`src/rtl/bexkat1_pkg.sv`:
```
// Shared bexkat1 definitions: branch condition codes and CCR bit layout.
// Used by the writeback stage and by anything that needs to evaluate branches.
package bexkat1_pkg;

  localparam logic [3:0] COND_BRA   = 4'd0;
  localparam logic [3:0] COND_BEQ   = 4'd1;
  localparam logic [3:0] COND_BNE   = 4'd2;
  localparam logic [3:0] COND_BLTU  = 4'd3;
  localparam logic [3:0] COND_BGTU  = 4'd4;
  localparam logic [3:0] COND_BLEU  = 4'd5;
  localparam logic [3:0] COND_BGEU  = 4'd6;
  localparam logic [3:0] COND_BLT   = 4'd7;
  localparam logic [3:0] COND_BGT   = 4'd8;
  localparam logic [3:0] COND_BLE   = 4'd9;
  localparam logic [3:0] COND_BGE   = 4'd10;
  localparam logic [3:0] COND_NEVER = 4'd15;

  localparam int CCR_C = 3;
  localparam int CCR_Z = 2;
  localparam int CCR_N = 1;
  localparam int CCR_V = 0;

  function automatic logic [3:0] pack_flags(input logic c, input logic z,
                                            input logic n, input logic v);
    logic [3:0] f;
    f        = '0;
    f[CCR_C] = c;
    f[CCR_Z] = z;
    f[CCR_N] = n;
    f[CCR_V] = v;
    return f;
  endfunction

endpackage

```
`src/rtl/bexkat1_cond.sv`:
```
// Combinational branch-condition evaluator: condition code plus {C,Z,N,V} -> taken.
// C is the borrow after SUB, so the unsigned compares use C directly.
module bexkat1_cond
  import bexkat1_pkg::*;
(
  input  logic [3:0] cond_i,
  input  logic [3:0] flags_i,
  output logic       taken_o
);

  logic c, z, n, v, lt;

  assign c  = flags_i[CCR_C];
  assign z  = flags_i[CCR_Z];
  assign n  = flags_i[CCR_N];
  assign v  = flags_i[CCR_V];
  assign lt = n ^ v;

  always_comb begin
    taken_o = 1'b0;
    case (cond_i)
      COND_BRA:  taken_o = 1'b1;
      COND_BEQ:  taken_o = z;
      COND_BNE:  taken_o = ~z;
      COND_BLTU: taken_o = c;
      COND_BGTU: taken_o = ~c & ~z;
      COND_BLEU: taken_o = c | z;
      COND_BGEU: taken_o = ~c;
      COND_BLT:  taken_o = lt;
      COND_BGT:  taken_o = ~z & ~lt;
      COND_BLE:  taken_o = z | lt;
      COND_BGE:  taken_o = ~lt;
      default:   taken_o = 1'b0;
    endcase
  end

endmodule

```
`src/rtl/alu_wb.sv`:
```
// ALU writeback stage: captures result/flags, maintains the CCR, resolves branches
// and hands entries downstream through a two-entry (main + skid) valid/ready buffer.
module alu_wb
  import bexkat1_pkg::*;
#(
  parameter int WIDTH = 32,
  parameter int REGW  = 4
) (
  input  logic             clk_i,
  input  logic             rst_i,
  input  logic             flush_i,
  input  logic             in_valid,
  output logic             in_ready,
  input  logic [WIDTH-1:0] in_result,
  input  logic             in_c,
  input  logic             in_z,
  input  logic             in_n,
  input  logic             in_v,
  input  logic [REGW-1:0]  in_rd,
  input  logic             in_wr_reg,
  input  logic             in_set_flags,
  input  logic             in_is_branch,
  input  logic [3:0]       in_cond,
  output logic             out_valid,
  input  logic             out_ready,
  output logic [WIDTH-1:0] out_result,
  output logic [REGW-1:0]  out_rd,
  output logic             out_wr_reg,
  output logic             out_taken,
  output logic [3:0]       ccr_o
);

  logic             main_valid_q, main_valid_d;
  logic [WIDTH-1:0] main_result_q, main_result_d;
  logic [REGW-1:0]  main_rd_q, main_rd_d;
  logic             main_wr_q, main_wr_d;
  logic             main_taken_q, main_taken_d;

  logic             skid_valid_q, skid_valid_d;
  logic [WIDTH-1:0] skid_result_q, skid_result_d;
  logic [REGW-1:0]  skid_rd_q, skid_rd_d;
  logic             skid_wr_q, skid_wr_d;
  logic             skid_taken_q, skid_taken_d;

  logic [3:0]       ccr_q, ccr_d;

  logic [3:0]       in_flags, eff_flags;
  logic             cond_true, in_taken;
  logic             accept, xfer;

  assign in_flags  = pack_flags(in_c, in_z, in_n, in_v);
  // A branch that also sets flags is judged on its own flags, not the stale CCR.
  assign eff_flags = in_set_flags ? in_flags : ccr_q;

  bexkat1_cond u_cond (
    .cond_i  (in_cond),
    .flags_i (eff_flags),
    .taken_o (cond_true)
  );

  assign in_taken = in_is_branch & cond_true;
  assign in_ready = ~skid_valid_q & ~rst_i & ~flush_i;
  assign accept   = in_valid & in_ready;
  assign xfer     = main_valid_q & out_ready;

  always_comb begin
    main_valid_d  = main_valid_q;
    main_result_d = main_result_q;
    main_rd_d     = main_rd_q;
    main_wr_d     = main_wr_q;
    main_taken_d  = main_taken_q;
    skid_valid_d  = skid_valid_q;
    skid_result_d = skid_result_q;
    skid_rd_d     = skid_rd_q;
    skid_wr_d     = skid_wr_q;
    skid_taken_d  = skid_taken_q;
    ccr_d         = (accept & in_set_flags) ? in_flags : ccr_q;

    if (flush_i) begin
      main_valid_d = 1'b0;
      skid_valid_d = 1'b0;
    end else if (~main_valid_q | xfer) begin
      // Main slot frees up: the older skid entry has priority over the input.
      if (skid_valid_q) begin
        main_valid_d  = 1'b1;
        main_result_d = skid_result_q;
        main_rd_d     = skid_rd_q;
        main_wr_d     = skid_wr_q;
        main_taken_d  = skid_taken_q;
        skid_valid_d  = 1'b0;
      end else if (accept) begin
        main_valid_d  = 1'b1;
        main_result_d = in_result;
        main_rd_d     = in_rd;
        main_wr_d     = in_wr_reg;
        main_taken_d  = in_taken;
      end else begin
        main_valid_d  = 1'b0;
      end
    end else if (accept) begin
      skid_valid_d  = 1'b1;
      skid_result_d = in_result;
      skid_rd_d     = in_rd;
      skid_wr_d     = in_wr_reg;
      skid_taken_d  = in_taken;
    end
  end

  always_ff @(posedge clk_i) begin
    if (rst_i) begin
      main_valid_q  <= 1'b0;
      skid_valid_q  <= 1'b0;
      ccr_q         <= '0;
      main_result_q <= '0;
      main_rd_q     <= '0;
      main_wr_q     <= 1'b0;
      main_taken_q  <= 1'b0;
    end else begin
      main_valid_q  <= main_valid_d;
      skid_valid_q  <= skid_valid_d;
      ccr_q         <= ccr_d;
      main_result_q <= main_result_d;
      main_rd_q     <= main_rd_d;
      main_wr_q     <= main_wr_d;
      main_taken_q  <= main_taken_d;
    end
  end

  // Skid payload is only meaningful while skid_valid_q is set, so it needs no reset.
  always_ff @(posedge clk_i) begin
    skid_result_q <= skid_result_d;
    skid_rd_q     <= skid_rd_d;
    skid_wr_q     <= skid_wr_d;
    skid_taken_q  <= skid_taken_d;
  end

  assign out_valid  = main_valid_q;
  assign out_result = main_result_q;
  assign out_rd     = main_rd_q;
  assign out_wr_reg = main_valid_q & main_wr_q;
  assign out_taken  = main_taken_q;
  assign ccr_o      = ccr_q;

endmodule

```
`config.mk`:
```
export PLATFORM = sky130hd
export DESIGN_NAME = alu_wb
export DESIGN_NICKNAME = d
export VERILOG_FILES = /design/src/rtl/bexkat1_pkg.sv /design/src/rtl/bexkat1_cond.sv /design/src/rtl/alu_wb.sv
export SDC_FILE = /design/constraint.sdc
export NUM_CORES = 1
export LEC_CHECK = 0
export ABC_AREA = 1
export BUFFER_PORTS_ARGS = -buffer_cell sky130_fd_sc_hd__buf_2
export CAP_MARGIN = 20
export CORE_ASPECT_RATIO = 0.7
export CORE_UTILIZATION = 51
export DETAILED_ROUTE_END_ITERATION = 7
export PLACE_DENSITY = 0.79
export REMOVE_ABC_BUFFERS = 1
export SLEW_MARGIN = 40
export SYNTH_ARGS = -nofsm -noshare
export SYNTH_HDL_FRONTEND = slang
export SYNTH_SLANG_ARGS = --single-unit
```
`constraint.sdc`:
```
create_clock -name clk_i -period 3 [get_ports clk_i]
set_input_delay 0 -clock clk_i [delete_from_list [all_inputs] [get_ports clk_i]]
set_output_delay 0 -clock clk_i [all_outputs]
set_load 0.02 [all_outputs]
```
==> impl_metrics.tcl <==
set metrics [dict create \
    floorplan.core_area_um2 5930 \
    nNetsFinal 539 \
    leakage_power_nw 1.97 \
    start_util 0.550 \
    max_cap_viol_count 0 \
    synthXorXnorAreaFrac 0 \
    max_stage_delay_cell_worst_path "sky130_fd_sc_hd__inv_4" \
    cts_inserted_buffers 9 \
    syn_to_final_growth_pct 35.3 \
    detail-route-antenna-nets 0 \
    cts_buffer_depth 2 \
    detail_route.first_pass.iterations 5 \
    postSynthRegisterBits 82 \
    die_height_um 68.9 \
    tritoncts "yes" \
    yosys.area_share.simple 0.175 \
    routed_wl_um 8120 \
    whs_ns 0.0318 \
    dieArea_um2 6720 \
    post-cts-setup-buffers 0 \
    power.clock.fraction 0.360 \
    finalHoldViolations 0 \
    post_synth_fa_ha_maj_area_fraction 0 \
    slew-limit-headroom 0.576 \
    cts.repair.resized 0 \
    finClkSkew_ns 0.00937 \
    finalCritPeriodShare 0.637 \
    share_of_power_burned_in_combinational_logic 0.102 \
    worstPathMaxFanout 75 \
    avgSynthCellArea_um2 9.24 \
    power_frac_seq 0.538 \
    power_mw 2.23 \
    dpl_cell_area_um2 3770 \
    route.vias.total 2962 \
    finalWeightedCongestion 1.06 \
    timing.rr.start "skid_valid_q" \
    tightestPinTransition_ns 0.636 \
    global_route.overflow_total 0 \
    clk_pin_slew_ns 0.08 \
    post_dp_hpwl_um 5040 \
    critPathMaxStageDelay_ns 0.46 \
    die_x_um 97.6 \
    antenna-diode-count 0 \
    synth_top_family_by_area "simple AND/OR/NAND/NOR gates" \
    clock_insertion_delay_worst_skew_ns 0.35 \
    slew_viol_final 0 \
    cp-start-kind "register" \
    timing.critical_path.required_ns 3.26 \
    crit_top_cell "sky130_fd_sc_hd__nand2_2" \
    post_drt_via_cell_ratio 5.22 \
    critical_path.top_delay_family "buffers and inverters" \
    worst_ep_arrival_time_ns 2.17 \
    switching_share 0.239 \
    final_layout_size_suffix_gt1_frac 0.252 \
    post_synth_num_cell_types 19 \
    final.setup.tns_ns 0 \
    synth_seq_area_share 0.620 \
    worst_min_path_class "primary input to register" \
    path_class "register to register" \
    layout_min_cycle_time_ns 1.91 \
    yosysWarnings 0 \
    maximum_number_of_pins_on_one_net_before_global_route_repair 76 \
    net-switching-power_uw 533 \
    globalRouteTotalUtil 0.255 \
    worstSetupEndpointType "register" \
    final-setup-viol-count 0 \
    via_count_of_the_first_global_routing_pass 2692 \
    global_route_wire_length_before_repair_um 13000 \
    launch_point_of_the_worst_hold_path "out_ready" \
    clock_tree.htree_level_count 3 \
    status "finished clean" \
    vdd_drop_max_v 0.000448 \
    crit_buf_inv 2 \
    io_buffers 95 \
    routedWlPerCell_um 14.3 \
    cp_cell_sequence "buf_4 > nor2_4 > nand2_2 > nand2_2 > nand2_2 > inv_4 > o21ai_0 > a31oi_1" \
    synth.cell_area_um2 3260 \
    postSynthCellCount 353 \
    initial_antenna_violation_count 0 \
    fmax_mhz 524 \
    synth_area_in_compound_gates 0.149 \
    drc 0 \
    power.internal_mw 1.70 \
    setup_repair_after_global_routing_missed_its_margin "false" \
    layout.cell_area.non_filler_um2 4410 \
    design.portCount 96 \
    power_per_cell_area_nw_per_um2 506 \
    detailedRoute.firstIterationViolations 320 \
    muxShareOfSynthArea 0 \
    std_cell_rows 23 \
    numClockSinks 82 \
    crit_start "skid_valid_q" \
    ctsRootBufferMaster "sky130_fd_sc_hd__clkbuf_8" \
]
[cell families (layout without fill, tap and decap cells)]
kind of cell           count (synthesis)  count (layout)
DFF                                   82              82
and+or+nand+nor                      143             143
buffers and inverters                 40             179
AOI/OAI and AO/OA                     88              88
[power by group through the flow]
stage / Sequential, mW / Combinational (mW) / Clock, mW
after floorplan: 1.25 / 0.0707 / 0
after global placement: 1.22 / 0.175 / 0
after detailed placement: 1.22 / 0.181 / 0
after CTS: 1.20 / 0.224 / 0.810
after global routing: 1.20 / 0.250 / 0.861
final: 1.20 / 0.228 / 0.804
[per-stage QoR]
stage | util | setup slack (ns) | std cells
detailed placement | 0.636 | 1.20 | 507
floorplan | - | -0.0799 | 332
global route | 0.745 | 0.874 | 567
finish | 0.745 | 1.09 | 567
global placement | 0.635 | 0.976 | 507
CTS | 0.745 | 1.18 | 567
[flip-flops by register name, indices dropped and copies added, names as in the netlist, 4 cells and up]
signal,flops
ccr_o,4
skid_result_q,32
skid_rd_q,4
out_result,32
out_rd,4
[routing by layer]
layer,wire [um],up-vias,part of all wire,GRT usage
li1,-,1473,-,-
met4,138,0,0.017,0.0772
met2,3560,138,0.44,0.407
met5,0,-,0,0
met1,3770,1337,0.46,0.342
met3,657,14,0.081,0.0776
[final cells by class]
| class | count | area (um^2) |
|---|---|---|
| clock buffers | 12 | 178 |
| clock inverters | 4 | 28.8 |
| fillers | 434 | 1510 |
| inverters | 19 | 73.8 |
| multi-input cells | 231 | 1060 |
| flip-flops and latches | 82 | 2020 |
| well taps | 75 | 93.8 |
| repair buffers | 144 | 953 |
[path summary, 6_finish.rpt]
kind	to	slack (ns)	cells past startpoint
worst max-delay path	out_result[17]	1.09	8
worst min-delay path	skid_valid_q	0.03	4
worst max register to register	out_result[17]	1.09	8
worst min register to register	ccr_o[3]	0.48	2
[placed cells by master, fill, tap and decap left out]
master / Yosys / routed
sky130_fd_sc_hd__nor2_2: 1 / 1
sky130_fd_sc_hd__clkbuf_16: 0 / 2
sky130_fd_sc_hd__nor2_1: 11 / 10
sky130_fd_sc_hd__clkbuf_1: 10 / 1
sky130_fd_sc_hd__inv_4: 0 / 2
sky130_fd_sc_hd__nand2_1: 116 / 116
sky130_fd_sc_hd__a21oi_1: 9 / 9
sky130_fd_sc_hd__dlygate4sd3_1: 0 / 44
sky130_fd_sc_hd__clkinv_4: 0 / 1
sky130_fd_sc_hd__o21ai_1: 13 / 13
sky130_fd_sc_hd__buf_2: 8 / 95
sky130_fd_sc_hd__edfxtp_1: 38 / 38
sky130_fd_sc_hd__dfxtp_1: 44 / 44
sky130_fd_sc_hd__clkinv_2: 0 / 1
sky130_fd_sc_hd__and2_1: 1 / 1
sky130_fd_sc_hd__inv_6: 0 / 1
sky130_fd_sc_hd__inv_1: 17 / 16
sky130_fd_sc_hd__inv_2: 2 / 2
sky130_fd_sc_hd__o21ai_0: 29 / 29
sky130_fd_sc_hd__clkbuf_8: 0 / 9
sky130_fd_sc_hd__nand2_2: 3 / 3
sky130_fd_sc_hd__buf_4: 0 / 5
sky130_fd_sc_hd__nand4_1: 1 / 1
sky130_fd_sc_hd__nand3_1: 9 / 9
sky130_fd_sc_hd__nor2_4: 1 / 2
sky130_fd_sc_hd__a31oi_1: 37 / 37
[worst min-delay path, stage by stage]
cell and delay [ns]:
sky130_fd_sc_hd__buf_2 0.09, sky130_fd_sc_hd__nor2_1 0.05, sky130_fd_sc_hd__inv_1 0.12, sky130_fd_sc_hd__nor2_1 0.07
[Yosys cell counts, drive strengths merged]
cell type,number,area share
a21oi,9,0.014
a31oi,37,0.071
and2,1,0.0019
buf,11,0.023
clkbuf,10,0.012
dfxtp,44,0.27
edfxtp,38,0.35
inv,19,0.022
nand2,119,0.14
nand3,9,0.014
nand4,1,0.0019
nor2,13,0.018
o21ai,42,0.064
[repair_timing]
| action | in CTS | in global routing |
|---|---|---|
| hold buffers | 44 | 0 |
| hold endpoints to repair | 82 | 0 |
| endpoints found under the setup margin | 0 | 0 |
(Power assumes the default switching activity.)
